<file path="config.mk">
export PLATFORM = sky130hd
export DESIGN_NAME = ws2812b_bit_encoder
export DESIGN_NICKNAME = d
export VERILOG_FILES = /design/src/rtl/ws2812b_bit_encoder.sv
export SDC_FILE = /design/constraint.sdc
export NUM_CORES = 1
export LEC_CHECK = 0
export BUFFER_PORTS_ARGS = -buffer_cell sky130_fd_sc_hd__buf_4
export CAP_MARGIN = 20
export CORE_UTILIZATION = 25
export DETAILED_ROUTE_END_ITERATION = 10
export GPL_TIMING_DRIVEN = 0
export PLACE_DENSITY = 0.53
export SYNTH_ARGS = -nofsm -noshare
export SYNTH_HDL_FRONTEND = slang
export SYNTH_SLANG_ARGS = --single-unit
</file>
<file path="constraint.sdc">
create_clock -name clk -period 4.1 [get_ports clk]
set_clock_uncertainty 0.1 [all_clocks]
set_input_delay 0.615 -clock clk [delete_from_list [all_inputs] [get_ports clk]]
set_output_delay 0.615 -clock clk [all_outputs]
set_load 0.01 [all_outputs]
</file>
<file path="src/rtl/ws2812b_bit_encoder.sv">
// WS2812B NRZ serialiser: shifts 24-bit GRB words out MSB first and emits the strip latch period on request.
// Optional one-word hold register for gapless streaming when WS2812B_PREFETCH_EN is defined.
module ws2812b_bit_encoder #(
    parameter int CLOCK_MHZ = 64,
    parameter int T0H_NS    = 400,
    parameter int T1H_NS    = 800,
    parameter int TBIT_NS   = 1250,
    parameter int TRESET_US = 300
) (
    input  logic        clk,
    input  logic        rst_n,
    input  logic [23:0] data_in,
    input  logic        valid,
    input  logic        latch,
    output logic        ready,
    output logic        busy,
    output logic        led
);

    localparam int T0H_CYC    = (CLOCK_MHZ * T0H_NS) / 1000;
    localparam int T1H_CYC    = (CLOCK_MHZ * T1H_NS) / 1000;
    localparam int TBIT_CYC   = (CLOCK_MHZ * TBIT_NS) / 1000;
    localparam int TRESET_CYC = CLOCK_MHZ * TRESET_US;
    localparam int CNT_MAX    = (TRESET_CYC > TBIT_CYC) ? TRESET_CYC : TBIT_CYC;
    localparam int CW         = $clog2(CNT_MAX);

    generate
        if (!(T0H_CYC > 0 && T0H_CYC < T1H_CYC && T1H_CYC < TBIT_CYC)) begin : g_bad_timing
            $error("ws2812b_bit_encoder: requires 0 < T0H < T1H < TBIT in clock cycles");
        end
    endgenerate

    typedef enum logic [1:0] {IDLE, HIGH, LOW, LATCH} state_t;

    state_t         state_reg, state_next;
    logic           led_reg, led_next;
    logic           ready_reg, ready_next;
    logic [23:0]    shift_reg, shift_next;
    logic [4:0]     bit_cnt_reg, bit_cnt_next;
    logic [CW-1:0]  cyc_cnt_reg, cyc_cnt_next;
    logic           latch_reg, latch_next;
    logic           accept;
    logic           start_word;
    logic [CW-1:0]  thigh_end;
`ifdef WS2812B_PREFETCH_EN
    logic [23:0]    hold_data_reg, hold_data_next;
    logic           hold_latch_reg, hold_latch_next;
    logic           hold_full_reg, hold_full_next;
    logic           from_hold;
`endif

    assign accept = valid && ready_reg;
    assign ready  = ready_reg;
    assign led    = led_reg;
    assign busy   = (state_reg != IDLE);

    // cyc_cnt runs across the whole bit, so HIGH ends at THIGH-1 and LOW at TBIT-1
    assign thigh_end = shift_reg[23] ? CW'(T1H_CYC - 1) : CW'(T0H_CYC - 1);

    always_ff @(posedge clk or negedge rst_n) begin
        if (!rst_n) begin
            state_reg      <= IDLE;
            led_reg        <= 1'b0;
            ready_reg      <= 1'b0;
            shift_reg      <= '0;
            bit_cnt_reg    <= '0;
            cyc_cnt_reg    <= '0;
            latch_reg      <= 1'b0;
`ifdef WS2812B_PREFETCH_EN
            hold_data_reg  <= '0;
            hold_latch_reg <= 1'b0;
            hold_full_reg  <= 1'b0;
`endif
        end else begin
            state_reg      <= state_next;
            led_reg        <= led_next;
            ready_reg      <= ready_next;
            shift_reg      <= shift_next;
            bit_cnt_reg    <= bit_cnt_next;
            cyc_cnt_reg    <= cyc_cnt_next;
            latch_reg      <= latch_next;
`ifdef WS2812B_PREFETCH_EN
            hold_data_reg  <= hold_data_next;
            hold_latch_reg <= hold_latch_next;
            hold_full_reg  <= hold_full_next;
`endif
        end
    end

    always_comb begin
        state_next   = state_reg;
        led_next     = led_reg;
        shift_next   = shift_reg;
        bit_cnt_next = bit_cnt_reg;
        cyc_cnt_next = cyc_cnt_reg;
        latch_next   = latch_reg;
        start_word   = 1'b0;
`ifdef WS2812B_PREFETCH_EN
        hold_data_next  = hold_data_reg;
        hold_latch_next = hold_latch_reg;
        hold_full_next  = hold_full_reg;
        from_hold       = 1'b0;
`endif

        case (state_reg)
            IDLE: begin
`ifdef WS2812B_PREFETCH_EN
                if (hold_full_reg) begin
                    start_word = 1'b1;
                    from_hold  = 1'b1;
                end else if (accept) begin
                    start_word = 1'b1;
                end
`else
                if (accept) start_word = 1'b1;
`endif
            end
            HIGH: begin
                cyc_cnt_next = cyc_cnt_reg + 1'b1;
                if (cyc_cnt_reg == thigh_end) begin
                    state_next = LOW;
                    led_next   = 1'b0;
                end
            end
            LOW: begin
                cyc_cnt_next = cyc_cnt_reg + 1'b1;
                if (cyc_cnt_reg == CW'(TBIT_CYC - 1)) begin
                    if (bit_cnt_reg != 5'd23) begin
                        shift_next   = {shift_reg[22:0], 1'b0};
                        bit_cnt_next = bit_cnt_reg + 1'b1;
                        cyc_cnt_next = '0;
                        led_next     = 1'b1;
                        state_next   = HIGH;
                    end else if (latch_reg) begin
                        cyc_cnt_next = '0;
                        state_next   = LATCH;
                    end else begin
`ifdef WS2812B_PREFETCH_EN
                        if (hold_full_reg) begin
                            start_word = 1'b1;
                            from_hold  = 1'b1;
                        end else begin
                            state_next = IDLE;
                        end
`else
                        state_next = IDLE;
`endif
                    end
                end
            end
            LATCH: begin
                cyc_cnt_next = cyc_cnt_reg + 1'b1;
                if (cyc_cnt_reg == CW'(TRESET_CYC - 1)) begin
`ifdef WS2812B_PREFETCH_EN
                    if (hold_full_reg) begin
                        start_word = 1'b1;
                        from_hold  = 1'b1;
                    end else begin
                        state_next = IDLE;
                    end
`else
                    state_next = IDLE;
`endif
                end
            end
            default: state_next = IDLE;
        endcase

        // Every word begins with the rising edge of bit 23 on the very next cycle
        if (start_word) begin
            state_next   = HIGH;
            led_next     = 1'b1;
            bit_cnt_next = '0;
            cyc_cnt_next = '0;
`ifdef WS2812B_PREFETCH_EN
            if (from_hold) begin
                shift_next = hold_data_reg;
                latch_next = hold_latch_reg;
            end else begin
                shift_next = data_in;
                latch_next = latch;
            end
`else
            shift_next = data_in;
            latch_next = latch;
`endif
        end

`ifdef WS2812B_PREFETCH_EN
        if (from_hold) hold_full_next = 1'b0;
        // Accept in IDLE goes straight to the shifter; anywhere else it parks in the hold register
        if (accept && state_reg != IDLE) begin
            hold_data_next  = data_in;
            hold_latch_next = latch;
            hold_full_next  = 1'b1;
        end
        ready_next = !hold_full_next;
`else
        ready_next = (state_next == IDLE);
`endif
    end

endmodule
</file>
== After elaboration in Yosys (flattened, before gate mapping) ==
Cells that the tools add are included.
W data, S select, Z words.

* Flip-flop bits (word level): 49
* Output and inout bits: 3

* Add/sub/neg operators: 2
* Eq/ne operators: 10
* Muxes and demuxes: 28
* Reduce and logical (&&, ||, !) cells: 12

{| class="wikitable"
|+ Operators with widths
! kind !! number
|-
| $mux W24 || 4
|-
| $mux W15 || 4
|-
| $pmux W15 S2 || 1
|-
| $mux W5 || 4
|-
| $add A15 B1 Y15 const B || 1
|-
| $eq A15 B15 Y1 const B || 1
|-
| $eq A15 B6 Y1 || 1
|-
| $eq A15 B7 Y1 const B || 1
|-
| $mux W2 || 6
|-
| $ne A3 B3 Y1 const B || 3
|-
| $reduce_bool A2 Y1 || 4
|-
| $mux W1 || 6
|-
| $mux W6 || 1
|-
| $pmux W2 S3 || 1
|-
| $reduce_bool A3 Y1 || 2
|-
| $add A5 B1 Y5 const B || 1
|-
| $ne A5 B5 Y1 const B || 1
|-
| $eq A2 B2 Y1 const B || 2
|-
| $logic_not A2 Y1 || 2
|-
| $reduce_and A4 Y1 || 1
|-
| $reduce_and A3 Y1 || 1
|-
| $eq A2 B1 Y1 const B || 1
|-
| $pmux W1 S2 || 1
|-
| $reduce_or A2 Y1 || 1
|-
| $logic_and A1 B1 Y1 || 1
|}

== Logic depth before layout (Yosys ltp) ==
* Word-level depth: 6
* Depth in mapped cells: 9
* Mapped depth without buffers: 6

== Least setup slack after synthesis ==
No wires, ideal clock.

* Kind: flip-flop to flip-flop
* From: register cyc_cnt_reg[0]
* To: register cyc_cnt_reg[14]
* Data arrival time: 1.878 ns
* Slack: 2.040 ns
* Stages on the path, launching flop included: 9
* Buffers on the path: 2
* Clock period less this slack: 2.060 ns
* Cells stage by stage: dfrtp_1 -> ha_1 -> and3_1 -> and4_1 -> buf_4 -> a21oi_2 -> buf_2 -> o21ai_0 -> a31oi_1

* Word-level cells in the longest chain between the ends: 6
* Elaborated cells between the ends (all ways): 7
* Classes of those cells: 1 x add/sub; 1 x eq/ne; 5 x mux

{| class="wikitable"
|+ Ends and longest elaborated chain
! item !! RTL line !! source
|-
| start: declaration || 40 || <nowiki>logic [CW-1:0] cyc_cnt_reg, cyc_cnt_next;</nowiki>
|-
| start signal: assignment || 80 || <nowiki>cyc_cnt_reg <= cyc_cnt_next;</nowiki>
|-
| $add A15 B1 Y15 || 119, 126, 152 ||
|-
| $mux W15 || 134 || <nowiki>end else if (latch_reg) begin</nowiki>
|-
| $mux W15 || 128 || <nowiki>if (bit_cnt_reg != 5'd23) begin</nowiki>
|-
| $mux W15 || 127 || <nowiki>if (cyc_cnt_reg == CW'(TBIT_CYC - 1)) begin</nowiki>
|-
| $pmux W15 S2 (*) || 105 || <nowiki>case (state_reg)</nowiki>
|-
| $mux W15 (*) || 170 || <nowiki>if (start_word) begin</nowiki>
|}

Mark *: on every way between the ends. The rest lies on a longest branch, timed or not.
A chain may end at the register's enable or synchronous reset.

== Final worst setup path ==
Same ends and word-level chain as after synthesis.

==> flow_summary.html <==
<table>
<tr><th>Metric</th><th>Value</th></tr>
<tr><th colspan="2">Final layout</th></tr>
<tr><td>Syn-to-layout area delta</td><td>20.10%</td></tr>
<tr><td>Number of nets in the finished design</td><td>348</td></tr>
<tr><td>Final antenna diode count</td><td>0</td></tr>
<tr><td>Fraction of final layout cells sized beyond drive strength 1</td><td>15.67%</td></tr>
<tr><td>Utilization after layout</td><td>31.60%</td></tr>
<tr><td>Number of fill cells</td><td>1,012</td></tr>
<tr><td>Max reg flops</td><td>24</td></tr>
<tr><td>Final standard cell area without fillers</td><td>2975 sq um</td></tr>
<tr><td>Non-filler cells in the finished layout</td><td>448</td></tr>
<tr><th colspan="2">Power and ir drop</th></tr>
<tr><td>Pwr/cell area</td><td>588.6 nW/um^2</td></tr>
<tr><td>Design Power</td><td>1.751 mW</td></tr>
<tr><td>Leakage power of the design</td><td>1.311 nW</td></tr>
<tr><td>Worst vdd rail ir drop</td><td>0.2163 mV</td></tr>
<tr><th colspan="2">Logic synthesis</th></tr>
<tr><td>Post-synthesis sequential area ratio</td><td>49.49%</td></tr>
<tr><td>Most used DFF post-synth</td><td>sky130_fd_sc_hd__dfrtp_1</td></tr>
<tr><td>Mean post-synth cell area</td><td>8.816 sq um</td></tr>
<tr><td>Cell count after synthesis</td><td>281</td></tr>
<tr><td>Post-synthesis instance area</td><td>2477 sq um</td></tr>
<tr><td>Warnings from Yosys</td><td>0</td></tr>
<tr><td>Number of distinct library cells after synthesis</td><td>43</td></tr>
<tr><td>Number of synthesized flops with an enable pin</td><td>0</td></tr>
<tr><td>Proportion of synthesized flip-flops having asynchronous set or reset</td><td>100.0%</td></tr>
<tr><td>Number of nets produced by synthesis</td><td>311</td></tr>
<tr><td>Flip-flop and latch count after synthesis</td><td>49</td></tr>
<tr><th colspan="2">CTS</th></tr>
<tr><td>Total number of clock tree sinks</td><td>49</td></tr>
<tr><td>Number of gates resized after cts</td><td>0</td></tr>
<tr><td>Master cell of the clock root buffer</td><td>sky130_fd_sc_hd__clkbuf_8</td></tr>
<tr><td>Maximum clock insertion buffer count</td><td>2</td></tr>
<tr><td>Clock latency at the later pin of the worst-skew pair</td><td>310 ps</td></tr>
<tr><td>Inserted Clock Buffers</td><td>5</td></tr>
<tr><td>Buffers inserted by post-CTS timing repair</td><td>0</td></tr>
<tr><td>Max H-tree Level</td><td>2</td></tr>
<tr><td>CTS tree</td><td>yes</td></tr>
<tr><td>Clock slew at reported path FFs</td><td>100 ps</td></tr>
<tr><td>Hold-fix buffers at CTS</td><td>0</td></tr>
<tr><th colspan="2">Placement</th></tr>
<tr><td>Instance area after placement</td><td>2864 sq um</td></tr>
<tr><td>DP Worst Slack</td><td>1735 ps</td></tr>
<tr><td>Number of buffer cells added on primary ports</td><td>30</td></tr>
<tr><td>Placed Cells incl. Taps</td><td>440</td></tr>
<tr><td>Routability-driven placement congestion ratio</td><td>0.8063</td></tr>
<tr><td>Hpwl dp</td><td>4051 microns</td></tr>
<tr><th colspan="2">Hold path</th></tr>
<tr><td>Worst min path class</td><td>primary input to async pin</td></tr>
<tr><th colspan="2">GRT</th></tr>
<tr><td>Wire length of the first global-routing pass</td><td>9867 microns</td></tr>
<tr><td>Pin count of the biggest net entering global routing</td><td>50</td></tr>
<tr><td>Number of global-route vias before repair</td><td>2,052</td></tr>
<tr><td>Total GRT Usage</td><td>12.19%</td></tr>
<tr><td>Overall overflow remaining after global route</td><td>0</td></tr>
<tr><td>Number of antenna violations at the first check in global routing</td><td>0</td></tr>
<tr><th colspan="2">Floorplan</th></tr>
<tr><td>Placeable Area</td><td>9415 sq um</td></tr>
<tr><td>Cell Rows</td><td>35</td></tr>
<tr><td>Initial core utilization</td><td>26.31%</td></tr>
<tr><td>Total die area</td><td>10,310 sq um</td></tr>
<tr><td>Ports placed on the boundary</td><td>31</td></tr>
<tr><td>Vertical die dimension</td><td>101.5 microns</td></tr>
<tr><td>Width of the chip</td><td>101.5 microns</td></tr>
<tr><th colspan="2">Detailed routing</th></tr>
<tr><td>DRC marker count from the first detailed-route iteration</td><td>92</td></tr>
<tr><td>Total wire length</td><td>5820 microns</td></tr>
<tr><td>Routed wirelength normalized by instance count</td><td>12.99 microns</td></tr>
<tr><td>Pre-antenna DRT Iters</td><td>4</td></tr>
<tr><td>Post-route DRC</td><td>0</td></tr>
<tr><td>Per-cell via count in the routed design</td><td>4.741</td></tr>
<tr><td>Antenna Nets Post-Route</td><td>0</td></tr>
<tr><td>Routed via count</td><td>2,124</td></tr>
<tr><th colspan="2">STA</th></tr>
<tr><td>Final Max Slew Viols</td><td>0</td></tr>
<tr><td>Worst hold slack after final layout</td><td>220.4 ps</td></tr>
<tr><td>Sum Neg Setup Slack</td><td>0 ps</td></tr>
<tr><td>Number of hold-slack violations in the final timing report</td><td>0</td></tr>
<tr><td>Max_slew headroom</td><td>46.47%</td></tr>
<tr><td>Post-route fraction of the period consumed by the critical path</td><td>58.05%</td></tr>
<tr><td>Max Freq</td><td>420.1 MHz</td></tr>
<tr><td>Setup violations, final</td><td>0</td></tr>
<tr><td>RSZ-0062 raised after global routing</td><td>no</td></tr>
<tr><td>Worst Max-Slew Pin Slew</td><td>803.0 ps</td></tr>
<tr><td>Setup slack of the critical path after layout</td><td>1720 ps</td></tr>
<tr><td>Time the final worst path needs with I/O delays and setup</td><td>2380 ps</td></tr>
<tr><th colspan="2">Flow run</th></tr>
<tr><td>Max cap viols</td><td>0</td></tr>
<tr><th colspan="2">Critical path</th></tr>
<tr><td>Critical path class</td><td>flip-flop to flip-flop</td></tr>
<tr><td>Element type at the critical path end</td><td>flip-flop</td></tr>
<tr><td>Worst Setup Start Kind</td><td>flip-flop</td></tr>
<tr><td>Critical path peak fanout</td><td>10</td></tr>
<tr><td>Req. time, crit path</td><td>4230 ps</td></tr>
<tr><td>Data arrival time of the critical path</td><td>2510 ps</td></tr>
<tr><th colspan="2">Outcome</th></tr>
<tr><td>Status</td><td>completed</td></tr>
</table>
==> logic make-up after synthesis <==
logic type / after synthesis / share of synthesized area [%]
AOI/OAI and AO/OA: 69 / 17.42
xor gates and xnor gates: 3 / 1.061
adders and majority gates: 2 / 1.010
buffers and inverters: 20 / 4.293
DFF: 49 / 49.50
muxes: 1 / 0.4041
and+or+nand+nor: 137 / 26.31
==> cell type report <==
class	count	area (sq um)	area share (%)
well taps	129	161.4	5.425
clock inverters	2	38.79	1.304
plain buffers	13	80.08	2.691
repair buffers	30	225.2	7.569
clock buffers	6	72.57	2.439
multi-input cells	212	1145	38.48
inverters	7	26.28	0.8831
flip-flops and latches	49	1226	41.21
==> power by group <==
group | switching, mW | internal (mW)
Sequential | 0.183 | 0.683
Combinational | 0.286 | 0.246
Clock | 0.171 | 0.183
==> worst paths after layout <==
kind                                 from         endpoint  slack (ps)  cells after the start
min reg2reg                 shift_reg[11]    shift_reg[12]         430                      1
max in group asynchronous           rst_n    shift_reg[22]        3230                      1
max                        cyc_cnt_reg[0]  cyc_cnt_reg[14]        1720                      8
max reg2reg                cyc_cnt_reg[0]  cyc_cnt_reg[14]        1720                      8
min in group clk               data_in[0]     shift_reg[0]         410                      3
min                                 rst_n  cyc_cnt_reg[10]         220                      1
==> synth_stat cells (all sizes together), types with 4 or more instances <==
master	n	area share, %
a21oi	15	3.2
a31oi	27	6.8
and3	4	1.0
buf	7	2.3
clkbuf	6	0.91
dfrtp	49	49
inv	7	1.1
nand2	62	9.4
nand2b	4	1.0
nand3	14	3.3
nor2	32	4.8
nor4	5	1.8
o21ai	11	2.2
==> critical path, cell delays in order, from the launching register on <==
cell and delay (ps):
sky130_fd_sc_hd__dfrtp_1 440, sky130_fd_sc_hd__ha_1 260, sky130_fd_sc_hd__and3_1 230, sky130_fd_sc_hd__and4_1 200, sky130_fd_sc_hd__buf_4 160, sky130_fd_sc_hd__a21oi_2 350, sky130_fd_sc_hd__buf_2 290, sky130_fd_sc_hd__o21ai_0 110
sky130_fd_sc_hd__a31oi_1 170
==> per-layer routing <==
layer  share of wire (%)  global-route usage, %  vias to the layer above
met5                   0                      0                        -
met4                 1.1                  3.567                        0
met2                  47                  19.49                       33
li1                    -                      -                     1073
met1                  48                  16.36                     1009
met3                 3.9                  2.899                        9
==> layout by cell type, fill, tap and decap left out, types with 4 or more instances in the layout <==
cell type and n:
sky130_fd_sc_hd__buf_4 34, sky130_fd_sc_hd__dfrtp_1 49, sky130_fd_sc_hd__o21ai_0 11, sky130_fd_sc_hd__clkbuf_1 7, sky130_fd_sc_hd__clkbuf_8 5, sky130_fd_sc_hd__nand3_1 13, sky130_fd_sc_hd__nor2_1 32, sky130_fd_sc_hd__and3_1 4
sky130_fd_sc_hd__nand2_1 62, sky130_fd_sc_hd__nand2b_1 4, sky130_fd_sc_hd__a31oi_1 27, sky130_fd_sc_hd__inv_1 7, sky130_fd_sc_hd__a21oi_1 14
No activity file was read; power rests on OpenSTA's default activity.
